**config.mk**
```make
export PLATFORM = sky130hd
export DESIGN_NAME = serial_delay_arbiter
export DESIGN_NICKNAME = d
export VERILOG_FILES = /design/src/rtl/serial_delay_arbiter_pkg.sv /design/src/rtl/serial_delay_arbiter_rr_arbiter.sv /design/src/rtl/serial_delay_arbiter.sv
export SDC_FILE = /design/constraint.sdc
export NUM_CORES = 1
export LEC_CHECK = 0
export BUFFER_PORTS_ARGS = -buffer_cell sky130_fd_sc_hd__buf_2
export CAP_MARGIN = 20
export CORE_ASPECT_RATIO = 0.6
export CORE_MARGIN = 5
export CORE_UTILIZATION = 49
export CTS_CLUSTER_SIZE = 20
export DETAILED_ROUTE_END_ITERATION = 16
export PLACE_DENSITY = 0.78
export SKIP_CTS_REPAIR_TIMING = 1
export SLEW_MARGIN = 25
export SYNTH_ARGS = -nofsm -noshare
export SYNTH_HDL_FRONTEND = slang
export SYNTH_SLANG_ARGS = --single-unit
```
**constraint.sdc**
```tcl
create_clock -name i_clk -period 3 [get_ports i_clk]
set_input_delay 0.15 -clock i_clk [delete_from_list [all_inputs] [get_ports i_clk]]
set_output_delay 0.15 -clock i_clk [all_outputs]
set_load 0.005 [all_outputs]
```
**src/rtl/serial_delay_arbiter_pkg.sv**
```systemverilog
// Shared types and helpers for serial_delay_arbiter.
//   state_e : transaction FSM encoding (IDLE -> RUN -> RESP -> IDLE)
//   clog2   : ceil(log2(v)), never less than 1, usable for port widths
package serial_delay_arbiter_pkg;

  typedef enum logic [1:0] {
    ST_IDLE = 2'd0,
    ST_RUN  = 2'd1,
    ST_RESP = 2'd2
  } state_e;

  function automatic int clog2(input int v);
    int r;
    r = 0;
    while ((1 << r) < v) r++;
    return (r < 1) ? 1 : r;
  endfunction

endpackage

```
**src/rtl/serial_delay_arbiter_rr_arbiter.sv**
```systemverilog
// Round-robin pick of one requester.
//   i_req    : request vector
//   i_ptr    : last winner; search starts at i_ptr+1 and wraps
//   o_onehot : one-hot winner (all zero when no request)
//   o_idx    : winner index
//   o_any    : at least one request present
module rr_arbiter
  import serial_delay_arbiter_pkg::*;
#(
  parameter  int N_REQ = 4,
  localparam int IW    = clog2(N_REQ)
) (
  input  logic [N_REQ-1:0] i_req,
  input  logic [IW-1:0]    i_ptr,
  output logic [N_REQ-1:0] o_onehot,
  output logic [IW-1:0]    o_idx,
  output logic             o_any
);

  always_comb begin
    o_onehot = '0;
    o_idx    = '0;
    o_any    = 1'b0;
    // k = N_REQ lands back on i_ptr, so the previous winner is considered last.
    for (int k = 1; k <= N_REQ; k++) begin
      if (!o_any && i_req[(int'(i_ptr) + k) % N_REQ]) begin
        o_any                                 = 1'b1;
        o_idx                                 = IW'((int'(i_ptr) + k) % N_REQ);
        o_onehot[(int'(i_ptr) + k) % N_REQ]   = 1'b1;
      end
    end
  end

endmodule

```
**src/rtl/serial_delay_arbiter.sv**
```systemverilog
// Shares one 1-bit delay line among N_REQ requesters. A round-robin winner's
// word is shifted LSB-first into the line, recaptured LINE_LAT cycles later
// from the line output, and returned tagged with the requester id.
//   i_clk, i_rst_n     : clock, asynchronous active-low reset
//   i_req, i_word_in   : per-requester request and word (slice i at i*WORD_W)
//   o_gnt              : registered one-hot acceptance pulse
//   o_line_din         : serial bit into the delay line
//   i_line_dout        : serial bit out of the delay line
//   o_resp_valid       : 1-cycle pulse qualifying o_resp_id / o_resp_word
//   o_resp_id          : requester owning o_resp_word (held)
//   o_resp_word        : recovered word (held)
//   o_busy             : a transaction is in flight
module serial_delay_arbiter
  import serial_delay_arbiter_pkg::*;
#(
  parameter  int N_REQ    = 4,
  parameter  int WORD_W   = 8,
  parameter  int LINE_LAT = 32,
  localparam int IW       = clog2(N_REQ)
) (
  input  logic                      i_clk,
  input  logic                      i_rst_n,
  input  logic [N_REQ-1:0]          i_req,
  input  logic [N_REQ*WORD_W-1:0]   i_word_in,
  output logic [N_REQ-1:0]          o_gnt,
  output logic                      o_line_din,
  input  logic                      i_line_dout,
  output logic                      o_resp_valid,
  output logic [IW-1:0]             o_resp_id,
  output logic [WORD_W-1:0]         o_resp_word,
  output logic                      o_busy
);

  localparam int            CW       = clog2(LINE_LAT + WORD_W + 1);
  localparam logic [CW-1:0] CNT_LAST = CW'(LINE_LAT + WORD_W - 1);

  state_e              r_state, w_state_nxt;
  logic [CW-1:0]       r_cnt;
  logic [WORD_W-1:0]   r_shreg;
  logic [WORD_W-1:0]   r_rword;
  logic [WORD_W-1:0]   w_rword_cap;
  logic [IW-1:0]       r_rr_ptr;
  logic [IW-1:0]       r_resp_id_nxt;
  logic [N_REQ-1:0]    r_gnt;
  logic                r_resp_valid;
  logic [IW-1:0]       r_resp_id;
  logic [WORD_W-1:0]   r_resp_word;

  logic [N_REQ-1:0]    w_win_onehot;
  logic [IW-1:0]       w_win_idx;
  logic                w_win_any;
  logic                w_last;

  rr_arbiter #(.N_REQ(N_REQ)) u_rr (
    .i_req    (i_req),
    .i_ptr    (r_rr_ptr),
    .o_onehot (w_win_onehot),
    .o_idx    (w_win_idx),
    .o_any    (w_win_any)
  );

  assign w_last = (r_state == ST_RUN) && (r_cnt == CNT_LAST);

  // Bit b of the word comes back on the line at cnt = LINE_LAT + b.
  always_comb begin
    w_rword_cap = r_rword;
    for (int b = 0; b < WORD_W; b++) begin
      if (r_cnt == CW'(LINE_LAT + b)) w_rword_cap[b] = i_line_dout;
    end
  end

  // FSM: state register
  always_ff @(posedge i_clk or negedge i_rst_n) begin
    if (!i_rst_n) r_state <= ST_IDLE;
    else          r_state <= w_state_nxt;
  end

  // FSM: next state
  always_comb begin
    w_state_nxt = r_state;
    case (r_state)
      ST_IDLE: if (w_win_any) w_state_nxt = ST_RUN;
      ST_RUN:  if (w_last)    w_state_nxt = ST_RESP;
      ST_RESP:                w_state_nxt = ST_IDLE;
      default:                w_state_nxt = ST_IDLE;
    endcase
  end

  // FSM: outputs. The line is driven with zeros outside the word window so
  // stale bits never reach a later capture window.
  always_comb begin
    o_busy     = (r_state != ST_IDLE);
    o_line_din = 1'b0;
    if (r_state == ST_RUN && r_cnt < CW'(WORD_W)) o_line_din = r_shreg[0];
  end

  // Datapath
  always_ff @(posedge i_clk or negedge i_rst_n) begin
    if (!i_rst_n) begin
      r_cnt         <= '0;
      r_shreg       <= '0;
      r_rword       <= '0;
      r_rr_ptr      <= IW'(N_REQ - 1);
      r_resp_id_nxt <= '0;
      r_gnt         <= '0;
      r_resp_valid  <= 1'b0;
      r_resp_id     <= '0;
      r_resp_word   <= '0;
    end else begin
      r_gnt        <= '0;
      r_resp_valid <= 1'b0;
      case (r_state)
        ST_IDLE: begin
          if (w_win_any) begin
            r_shreg       <= i_word_in[w_win_idx*WORD_W +: WORD_W];
            r_resp_id_nxt <= w_win_idx;
            r_rr_ptr      <= w_win_idx;
            r_gnt         <= w_win_onehot;
            r_cnt         <= '0;
          end
        end
        ST_RUN: begin
          r_shreg <= r_shreg >> 1;
          r_rword <= w_rword_cap;
          if (w_last) begin
            // Response registers load on the last capture edge so that
            // id/word are already valid during the RESP pulse.
            r_resp_valid <= 1'b1;
            r_resp_word  <= w_rword_cap;
            r_resp_id    <= r_resp_id_nxt;
          end else begin
            r_cnt <= r_cnt + CW'(1);
          end
        end
        default: ;
      endcase
    end
  end

  assign o_gnt        = r_gnt;
  assign o_resp_valid = r_resp_valid;
  assign o_resp_id    = r_resp_id;
  assign o_resp_word  = r_resp_word;

endmodule

```
* After elaboration in Yosys (flattened, before gate mapping)
Cells that the tools add are included.
W data, S select, Z words.
** Word-level totals
- Register bits :: 43
- Output and inout bits :: 17
- Word-level logic and storage cells :: 121
** Cells by class
- Add/sub/neg operators :: 5
- Order comparisons :: 9
- Eq/ne operators :: 12
- Shift-type cells :: 1
- Mux-type cells :: 53
- Bitwise operators :: 7
- Reduce and logical (&&, ||, !) cells :: 24
** Operator list (number)
- $eq A6 B6 Y1 const B :: 8
- $shiftx A32 B6 Y8 :: 1
- $mux W1 :: 27
- $mux W4 :: 6
- $lt A3 B4 Y1 const B :: 4
- $pmux W8 S2 :: 1
- $ge A3 B1 Y1 const B :: 4
- $mux W2 :: 6
- $mux W6 :: 2
- $or A4 B4 Y4 :: 3
- $pmux W6 S2 :: 1
- $logic_and A1 B1 Y1 :: 9
- $bmux W1 S2 :: 4
- $demux W1 S2 :: 4
- $mux W8 :: 1
- $reduce_and A2 Y1 :: 4
- $reduce_or A2 Y1 :: 4
- $add A6 B1 Y6 const B :: 1
- $lt A6 B4 Y1 const B :: 1
- $add A2 B1 Y2 const B :: 2
- $add A2 B2 Y2 const B :: 2
- $and A1 B1 Y1 const A :: 4
- $ne A2 B2 Y1 const B :: 2
- $pmux W2 S2 :: 1
- other kinds (6) :: 9

* Longest topological paths before layout
- Word-level depth :: 19
- Mapped depth :: 12
- Mapped depth without buffers :: 7

* By module
A second synthesis with hierarchy kept.
** Second synthesis, totals
- Cell total of the unflattened synthesis :: 266
- Area total of the unflattened synthesis :: 2692.6 um2
** By module, submodules not included
- serial_delay_arbiter :: instances 1, cells each 180, area each 2063.2 um2, seq. area each 1053.5 um2
- rr_arbiter :: instances 1, cells each 86, area each 629.4 um2, seq. area each 0.0 um2

* Worst setup path before layout
Ideal clock, no wire load.
- Kind :: reg-to-reg
- Start :: register r_rr_ptr[0]
- End :: register r_shreg[6]
- Library setup time :: 0.111 ns
- Arrival time :: 2.955 ns
- Data required time :: 2.889 ns
- Slack :: -0.066 ns
- Cell stages (with the launch flop) :: 13
- Path buffers :: 5
- Period minus slack after synthesis :: 3.066 ns
- Cell sequence :: dfstp_2 buf_6 buf_2 inv_1 ha_1 buf_2 mux4_2 o21ba_1 o22ai_2 buf_6 buf_12 mux2i_1 a222oi_1
** Between the ends
- Longest elaborated chain between the ends :: 17
- Elaborated cells on any way between the ends :: 35
- Classes of those cells :: 4 x add/sub; 1 x eq/ne; 1 x shift; 22 x mux; 7 x reduce/logical
** RTL lines
- from (decl) :: line serial_delay_arbiter.sv:42 : logic [IW-1:0] r_rr_ptr;
- from (signal assigned) :: line serial_delay_arbiter.sv:103 : r_rr_ptr <= IW'(N_REQ - 1);
- from (signal assigned) :: line serial_delay_arbiter.sv:117 : r_rr_ptr <= w_win_idx;
- $add A2 B1 Y2 :: line serial_delay_arbiter_rr_arbiter.sv:26, serial_delay_arbiter_rr_arbiter.sv:28
- $bmux W1 S2 :: line serial_delay_arbiter_rr_arbiter.sv:26 : if (!o_any && i_req[(int'(i_ptr) + k) % N_REQ]) begin
- $mux W1 (implied by the code) (2 in series) :: line serial_delay_arbiter_rr_arbiter.sv:26
- $mux W1 :: line serial_delay_arbiter_rr_arbiter.sv:26
- $logic_not A1 Y1 :: line serial_delay_arbiter_rr_arbiter.sv:26
- $logic_and A1 B1 Y1 :: line serial_delay_arbiter_rr_arbiter.sv:26
- $mux W1 :: line serial_delay_arbiter_rr_arbiter.sv:26
- $logic_not A1 Y1 :: line serial_delay_arbiter_rr_arbiter.sv:26
- $logic_and A1 B1 Y1 :: line serial_delay_arbiter_rr_arbiter.sv:26
- $mux W1 :: line serial_delay_arbiter_rr_arbiter.sv:26
- $logic_not A1 Y1 :: line serial_delay_arbiter_rr_arbiter.sv:26
- $logic_and A1 B1 Y1 :: line serial_delay_arbiter_rr_arbiter.sv:26
- $mux W2 :: line serial_delay_arbiter_rr_arbiter.sv:26
- $shiftx A32 B6 Y8 :: line serial_delay_arbiter.sv:115 : r_shreg <= i_word_in[w_win_idx*WORD_W +: WORD_W];
- $mux W8 :: line serial_delay_arbiter.sv:114 : if (w_win_any) begin
- $pmux W8 S2 :: line serial_delay_arbiter.sv:112 : case (r_state)
- to (signal assigned) :: line serial_delay_arbiter.sv:115
- to (signal assigned) :: line serial_delay_arbiter.sv:123 : r_shreg <= r_shreg >> 1;
- to (decl) :: line serial_delay_arbiter.sv:39 : logic [WORD_W-1:0] r_shreg;
Parallel ways exist; a longest one is shown, timed or not. The select of a mux whose other input is x is not followed.
A chain may end at the register's enable or synchronous reset.

* Worst setup path after layout
- Start :: register r_rr_ptr[0]
- End :: register r_shreg[2]
Same word-level chain as after synthesis.

==> impl_metrics.py <==
metrics = {
    "setup_path": {
        "r2r_cells": 8,
        "r2r_start": "r_rr_ptr[0]",
        "crit_path_start": "r_rr_ptr[0]",
        "path_depth": 8,
        "path_cells": "inv_1, ha_2, mux4_2, buf_4, inv_1, o31ai_1, and3_1, a222oi_1",
        "crit_end": "r_shreg[2]",
        "r2r_slack_ps": 200,
        "cp-end-kind": "flop",
        "worst-path-buf-inv": 3,
        "slowest_delay_ps": 550,
        "worstPathArrival_ps": 2980,
        "cp_slowest_cell": "dfstp_2",
        "r2r_end": "r_shreg[2]",
        "cp_common_cell": "inv_1",
        "cp_max_fo": 10,
        "critPathTopFamily": "flip-flops",
        "required_ps": 3180,
        "critPathKind": "flop to flop",
        "crit_path_start_kind": "flop",
    },
    "timing": {
        "finalCritPeriodShare_pct": 93.3,
        "fmax_ghz": 0.357,
        "drv_slew": 0,
        "final.setup.tns_ps": 0,
        "rsz0062_at_grt": "no",
        "skew_ps": 4.32,
        "finalSetupViolCount": 0,
        "fin_crit_ps": 2800,
        "worst_pin_slew_ps": 715,
        "hold_violations": 0,
        "relSlewSlack_pct": 52.3,
    },
    "clock_tree": {
        "clkTransAtPathRegs_ps": 80,
        "clk_latency_ps": 290,
        "cts_tree": "yes",
        "htree_levels": 2,
        "cts_num_sinks": 42,
        "cts_buffers": 5,
        "cts_buffer_depth": 2,
        "cts_root_buffer": "clkbuf_8",
    },
    "global_route": {
        "grtUsageTotal_pct": 17.2,
        "grt_pass1_vias": 2003,
        "grt_overflow_total": 0,
        "antenna_found_initial": 0,
        "grt_max_degree": 43,
        "grt_pass1_wl_um": 9670,
    },
    "drt": {
        "dr.first_iter.drc_count": 142,
        "routedWlPerCell_um": 15.4,
        "wl_met3_um": 431,
        "dr.pass1.iters": 4,
        "drc": 0,
        "wl_met1_um": 2960,
        "top_layer_used": "met4",
        "dr_wl_met2_um": 2310,
        "num_vias": 2088,
        "viasPerCell": 5.57,
        "detail-route-antenna-nets": 0,
        "postRouteWirelength_um": 5770,
    },
    "pwr": {
        "clockPowerShare_pct": 12.8,
        "finalPower_mw": 2.96,
        "netSwitchingFraction_pct": 39.3,
        "switching_power_mw": 1.17,
        "power_density_nw_per_um2": 964,
        "combPwrFrac_pct": 55.0,
        "p_leak_nw": 1.54,
        "ir_drop_mv": 0.457,
        "seqPwrFrac_pct": 32.2,
        "internal-power_mw": 1.80,
    },
    "synthesis": {
        "synth.distinct_cells": 47,
        "yosys-top-cells-area": "dfrtp_1 39%, mux2i_1 12%, ha_1 5.8%",
        "syn_area_sq_um": 2600,
        "syn_area_per_cell_sq_um": 10.5,
        "synth_fp_nets": 298,
        "yosys_warnings": 0,
        "synth-seq-cells": 42,
        "async_reset_ff_share_pct": 100,
        "synth_ff_type": "dfrtp_1",
        "syn_inst": 247,
        "yosysTopAreaCellShare_pct": 38.6,
        "synth_edf_count": 0,
        "yosysSeqAreaShare_pct": 40.6,
        "synth_top_area_cell": "dfrtp_1",
    },
    "final_layout": {
        "most-common-layout-cells": "54 x buf_2, 40 x dfrtp_1, 38 x nand2_1",
        "fin_nets": 359,
        "n_antenna_cell": 0,
        "area_growth_pct": 18.5,
        "layout_commonest_cell": "buf_2",
        "layout-drive-gt1-share_pct": 31.7,
    },
    "die": {
        "fp.dieArea_sq_um": 6900,
        "core_area_sq_um": 5100,
        "die_h_um": 66.4,
        "die_w_um": 104,
        "io-pin-count": 56,
        "start_util_pct": 50.9,
        "fp-row-count": 20,
    },
    "run": {
        "maxCapViolCount": 0,
    },
    "placed_design": {
        "dp_hpwl_um": 4320,
        "portBuffers": 55,
        "gp_congestion": 0.824,
    },
    "hold_path": {
        "min_path_type": "input pin to flop",
        "whs_path_depth": 3,
    },
    "outcome": {
        "status": "complete, no violations",
    },
}
## worst min-delay path by stage
| stage | start | to | slack, ps |
|---|---|---|---|
| after floorplan | i_rst_n | o_gnt[0] | -150 |
| after global placement | i_rst_n | o_resp_word[1] | 330 |
| after detailed placement | i_rst_n | o_resp_word[1] | 340 |
| after CTS | i_rst_n | o_resp_word[1] | 10 |
| after global routing | i_word_in[22] | r_shreg[6] | 220 |
| final | i_word_in[23] | r_shreg[7] | 200 |
## routing by layer
metal  global-route usage, %  vias up
met5                       0        -
met4                    4.85        0
met3                    4.59        8
met2                    24.4       83
met1                    25.5      976
li1                        -     1021
## kinds of logic after synthesis
| logic type | Yosys count | synth area share [%] |
|---|---|---|
| buf+inv | 22 | 4.63 |
| fa+ha+maj | 12 | 5.78 |
| xor+xnor | 5 | 1.69 |
| compound gates | 47 | 13.0 |
| simple gates | 72 | 14.1 |
| mux | 47 | 20.3 |
| flops | 42 | 40.6 |
## power groups by stage
stage | Sequential [mW] | Clock [mW] | Combinational, mW
6_report | 0.955 | 0.379 | 1.63
5_1_grt | 0.985 | 0.414 | 1.80
4_1_cts | 0.954 | 0.388 | 1.60
3_5_place_dp | 0.964 | 0 | 1.60
3_3_place_gp | 0.951 | 0 | 1.55
2_1_floorplan | 0.948 | 0 | 1.24
## Yosys cell counts (2+ instances only)
cell	instances
nand2_1	38
o21ai_0	12
a21o_1	3
mux2i_1	32
o2111ai_1	2
a22o_1	4
nand4_1	2
o31ai_1	2
buf_2	5
or3b_2	2
nor2_1	5
and2_1	2
dfstp_2	2
mux2_2	12
nor3_1	3
o211ai_1	2
xor2_1	4
clkbuf_1	6
inv_1	7
nand2b_1	3
mux4_2	2
a31oi_1	4
dfrtp_1	40
a222oi_1	7
nand3_1	2
ha_1	12
nor4b_1	3
and3_1	2
nor2b_1	2
a21oi_1	7
buf_6	2
## through the flow
| stage | hold WS [ps] | utilization, % | area, sq um | setup slack, ps | cells |
|---|---|---|---|---|---|
| floorplan | -146 | - | 2600 | 29.4 | 247 |
| global placement | 330 | 57.9 | 2950 | 97.7 | 366 |
| detailed placement | 337 | 57.9 | 2950 | -101 | 366 |
| CTS | 13.8 | 59.7 | 3050 | -139 | 374 |
| global route | 217 | 60.2 | 3080 | 27.3 | 375 |
| finish | 202 | 60.2 | 3080 | 201 | 375 |
## worst register-to-register path, delay by kind of cell (launching register included)
family	cells	cell delay [ps]
flops	1	550
mux	1	530
buf+inv	3	440
compound gates	2	430
fa+ha+maj	1	420
simple gates	1	320
## final cells by class
cell class	count	area, sq um
clock buffers	6	82.6
well taps	66	82.6
clock inverters	2	12.5
inverters	8	30.0
multi-input cells	183	1440
flip-flops and latches	42	1050
repair buffers	68	378
fillers	438	2030
## sequential cells by signal, indices dropped and copies added, names as in the netlist
signal / flops
o_resp_valid: 1
r_rword: 7
o_resp_id: 2
o_resp_word: 8
r_state: 2
r_resp_id_nxt: 2
r_cnt: 6
o_gnt: 4
r_rr_ptr: 2
r_shreg: 8
(Power assumes the default switching activity.)
